### src/rtl/uc_seq.sv
// Sequential control unit for the microc datapath: run/step/halt gating,
// opcode decode, retired-instruction counter and sticky illegal-opcode flag.
module uc_seq #(
   parameter int unsigned CNT_W = 16
) (
   input  logic             clk,
   input  logic             reset,
   input  logic [5:0]       Opcode,
   input  logic             z,
   input  logic             run,
   input  logic             step,
   output logic             s_inc,
   output logic             s_inm,
   output logic             we3,
   output logic             wez,
   output logic [2:0]       Op,
   output logic             pc_en,
   output logic             halted,
   output logic             illegal,
   output logic [CNT_W-1:0] icount
);

   localparam logic [1:0] ST_IDLE = 2'd0;
   localparam logic [1:0] ST_RUN  = 2'd1;
   localparam logic [1:0] ST_STEP = 2'd2;
   localparam logic [1:0] ST_HALT = 2'd3;

   logic [1:0]       state_q, state_d;
   logic             illegal_q, illegal_d;
   logic [CNT_W-1:0] icount_q, icount_d;
   logic             exec;
   logic             is_halt;
   logic             is_illegal;

   always_ff @(posedge clk or negedge reset) begin
      if (!reset) begin
         state_q   <= ST_IDLE;
         illegal_q <= 1'b0;
         icount_q  <= '0;
      end else begin
         state_q   <= state_d;
         illegal_q <= illegal_d;
         icount_q  <= icount_d;
      end
   end

   // Decode is zero-latency; outputs fall back to idle values whenever not executing.
   always_comb begin
      exec       = (state_q == ST_RUN) || (state_q == ST_STEP);
      s_inc      = 1'b1;
      s_inm      = 1'b0;
      we3        = 1'b0;
      wez        = 1'b0;
      Op         = 3'b000;
      pc_en      = 1'b0;
      is_halt    = 1'b0;
      is_illegal = 1'b0;

      if (exec) begin
         pc_en = 1'b1;
         casez (Opcode)
            6'b000000: begin
            end
            6'b01????: begin
               Op  = Opcode[2:0];
               we3 = 1'b1;
               wez = 1'b1;
            end
            6'b100000: begin
               s_inm = 1'b1;
               we3   = 1'b1;
            end
            6'b100001: s_inc = 1'b0;
            6'b100010: s_inc = ~z;
            6'b100011: s_inc = z;
            6'b111111: begin
               pc_en   = 1'b0;
               is_halt = 1'b1;
            end
            default:   is_illegal = 1'b1;
         endcase
      end

      // Halt wins over every other transition out of RUN/STEP.
      state_d = state_q;
      case (state_q)
         ST_IDLE: begin
            if (run) begin
               state_d = ST_RUN;
            end else if (step) begin
               state_d = ST_STEP;
            end
         end
         ST_RUN: begin
            if (is_halt) begin
               state_d = ST_HALT;
            end else if (!run) begin
               state_d = ST_IDLE;
            end
         end
         ST_STEP: state_d = is_halt ? ST_HALT : ST_IDLE;
         default: state_d = ST_HALT;
      endcase

      illegal_d = illegal_q | is_illegal;
      icount_d  = (exec && !is_halt) ? icount_q + CNT_W'(1) : icount_q;
   end

   assign halted  = (state_q == ST_HALT);
   assign illegal = illegal_q;
   assign icount  = icount_q;

endmodule

### config.mk
export PLATFORM = sky130hd
export DESIGN_NAME = uc_seq
export DESIGN_NICKNAME = d
export VERILOG_FILES = /design/src/rtl/uc_seq.sv
export SDC_FILE = /design/constraint.sdc
export NUM_CORES = 1
export LEC_CHECK = 0
export ABC_AREA = 1
export ABC_CLOCK_PERIOD_IN_PS = 4320
export BUFFER_PORTS_ARGS = -buffer_cell sky130_fd_sc_hd__buf_2
export CAP_MARGIN = 20
export CORE_UTILIZATION = 45
export DETAILED_ROUTE_END_ITERATION = 16
export PLACE_DENSITY = 0.8
export SYNTH_ARGS = -nofsm -noshare
export SYNTH_HDL_FRONTEND = slang
export SYNTH_SLANG_ARGS = --single-unit
### constraint.sdc
create_clock -name clk -period 4.32 [get_ports clk]
set_input_delay 0.432 -clock clk [delete_from_list [all_inputs] [get_ports clk]]
set_output_delay 0.432 -clock clk [all_outputs]
set_load 0.01 [all_outputs]
==> flow_summary.ini <==
[grt]
grt_pass1_wl_um = 4195
grt-ovfl-total = 0
grt_pass1_vias = 996
gr-usage-all-layers = 0.1705
grt_use_met1 = 0.2335
met3_usage = 0.05386
use_met2 = 0.2633
antenna_found_initial = 0
grt_max_degree = 20
busiest_layer = met2

[power_and_ir_drop]
internal-power_mw = 0.2181
p_sw_mw = 0.06437
sw_frac_of_total = 0.2279
seq_power_share = 0.629
power_density_nw_per_um2 = 187.0
power.clock.fraction = 0.312
ir_drop_uv = 218.0
p_total_mw = 0.2825
p_leak_nw = 0.8261
comb_power_share = 0.059

[die]
core_area_um2 = 2567
dieArea_um2 = 3053
die_w_um = 55.26
initial_utilization = 0.4971
ios = 37
die_y_um = 55.26
row_count = 18

[critical_path]
path_cells = inv_1, ha_1, nand2_1, nor2_1, buf_2
crit_family = adder cells
path_buf_inv = 2
cp.required_ns = 3.89
cp-end-kind = output pin
crit_fanout = 5
cp_slowest_stage_delay_ns = 0.45
startpoint_type = flop
cp_slowest_cell = ha_1
worstSetupPathType = flop to output pin
arrival_ns = 1.65

[cts]
insertion_delay_ns = 0.30
post-cts-setup-buffers = 0
cts_sinks = 19
numCtsBuffers = 3
cts_resized = 0
cts_hold_buf = 0
clk_pin_slew_ns = 0.11
cts_tree = done
clock_path_buffers = 2
htree_levels = 1
clockRootBuffer = clkbuf_4

[sta]
setup_viol = 0
slew_violations = 0
slew_headroom = 0.7238
rsz0062_at_grt = false
fmax_ghz = 0.4799
report.final.hold_viol_count = 0
fin_crit_ns = 2.084
finClkSkew_ns = 0.008176
fin_setup_tns_ns = 0
period_share = 0.4823
max_slew.worst_pin.slew_ns = 0.4143

[layout]
nNetsFinal = 234
ff_latch_area_um2 = 475.5
fill_cells = 246
multi_input_area_um2 = 705.7
syn2layout_area_growth_pct = 18.33
diodes = 0
layout-drive-gt1-share = 0.2431

[logic_synthesis]
seq_area_frac_synth = 0.3725
syn_inst = 179
syn-cell-area_um2 = 1276
synth_nets = 194
yosys_warnings = 0
synth.distinct_cells = 22
syn_avg_cell_area_um2 = 7.130
synth_seq_cells = 19

[routing]
vias_per_cell = 4.730
drc = 0
wl_um = 2426
postRouteAntennaNets = 0
vias = 1173
initialDrtViolationCount = 41
routedWlPerCell_um = 9.782
drtPass1Iterations = 4

[outcome]
outcome = completed

[hold_path]
hold_class = primary input to async pin

[place]
hpwl_um = 1889
gp_congestion = 0.8626
portBuffers = 36

[job]
maxCapViolations = 0
## synthesized netlist by cell type
library cell,instances,area [um^2]
nand2_1,69,259.0
buf_6,1,11.26
o21ai_2,3,26.28
xnor2_1,3,26.28
nand2_2,1,6.260
nor2_2,1,6.260
nand2_4,1,11.26
dfrtp_1,19,475.5
inv_1,20,75.07
or2_2,2,12.51
xor2_1,6,52.55
o21ai_1,1,5.000
nor2_1,22,82.58
nand3_2,1,10.01
nand4_1,4,25.02
inv_6,1,8.760
nand2_8,1,20.02
nand3b_1,2,15.01
nand3_1,13,65.06
ha_1,4,50.05
o21ai_0,2,10.01
nor2_4,2,22.52
## flip-flops by register name, summed over array words and instances, names as in the netlist
signal	count
icount	16
illegal	1
state_q	2
## stage by stage
step / hold WS [ns] / setup WS, ns / instances / utilization / area [um^2]
after floorplan: 0.1364 / 2.726 / 179 / - / 1276
after detailed placement: 0.3931 / 2.572 / 244 / 0.5775 / 1483
final: 0.04539 / 2.236 / 248 / 0.5882 / 1510
after global placement: 0.3899 / 2.603 / 244 / 0.5775 / 1483
after global routing: 0.06011 / 2.117 / 248 / 0.5882 / 1510
after CTS: 0.05586 / 2.236 / 248 / 0.5882 / 1510
## per-layer routing
metal	share of wire	up-vias	wire length [um]
li1	-	634	-
met3	0.048	4	116
met1	0.51	512	1233
met2	0.43	23	1051
met5	0	-	0
met4	0.011	0	26
## worst paths after layout
check,start,to,slack [ns],cells after the start
max reg2reg,state_q[0],state_q[1],2.75,7
min,reset,icount[6],0.05,1
min in group clk,illegal,illegal,0.48,2
min reg2reg,illegal,illegal,0.48,2
max in group asynchronous,reset,icount[13],3.97,1
max,state_q[0],Op[1],2.24,5
## logic make-up after synthesis
logic type                 synth area share
AOI/OAI and AO/OA                   0.03235
DFF                                  0.3726
xor gates and xnor gates            0.06177
and+or+nand+nor                      0.4196
buffers and inverters               0.07451
adders and majority gates           0.03922
## placed cells by master, fill, tap and decap left out, drive strengths merged
cell type  Yosys  final
o21ai          6      6
dfrtp         19     19
nand4          4      4
ha             4      4
clkinv         0      1
clkbuf         0      3
xnor2          3      3
xor2           6      6
buf            1     36
nand3         14     14
nand2         72     72
nand3b         2      2
nor2          25     25
inv           21     21
or2            2      2
## layout make-up
class | instances | area share
multi-input cells | 138 | 0.4673
flip-flops and latches | 19 | 0.3148
repair buffers | 36 | 0.1193
inverters | 21 | 0.05551
well taps | 30 | 0.02485
clock buffers | 3 | 0.01491
clock inverters | 1 | 0.003314
## power groups by stage
stage                     Sequential, mW  Combinational, mW  Clock (mW)
final                              0.178             0.0167      0.0880
after global routing               0.178             0.0194      0.0995
after CTS                          0.178             0.0171      0.0927
after detailed placement           0.181             0.0171           0
after global placement             0.181             0.0169           0
after floorplan                    0.181            0.00717           0
No activity file was read; power rests on OpenSTA's default activity.
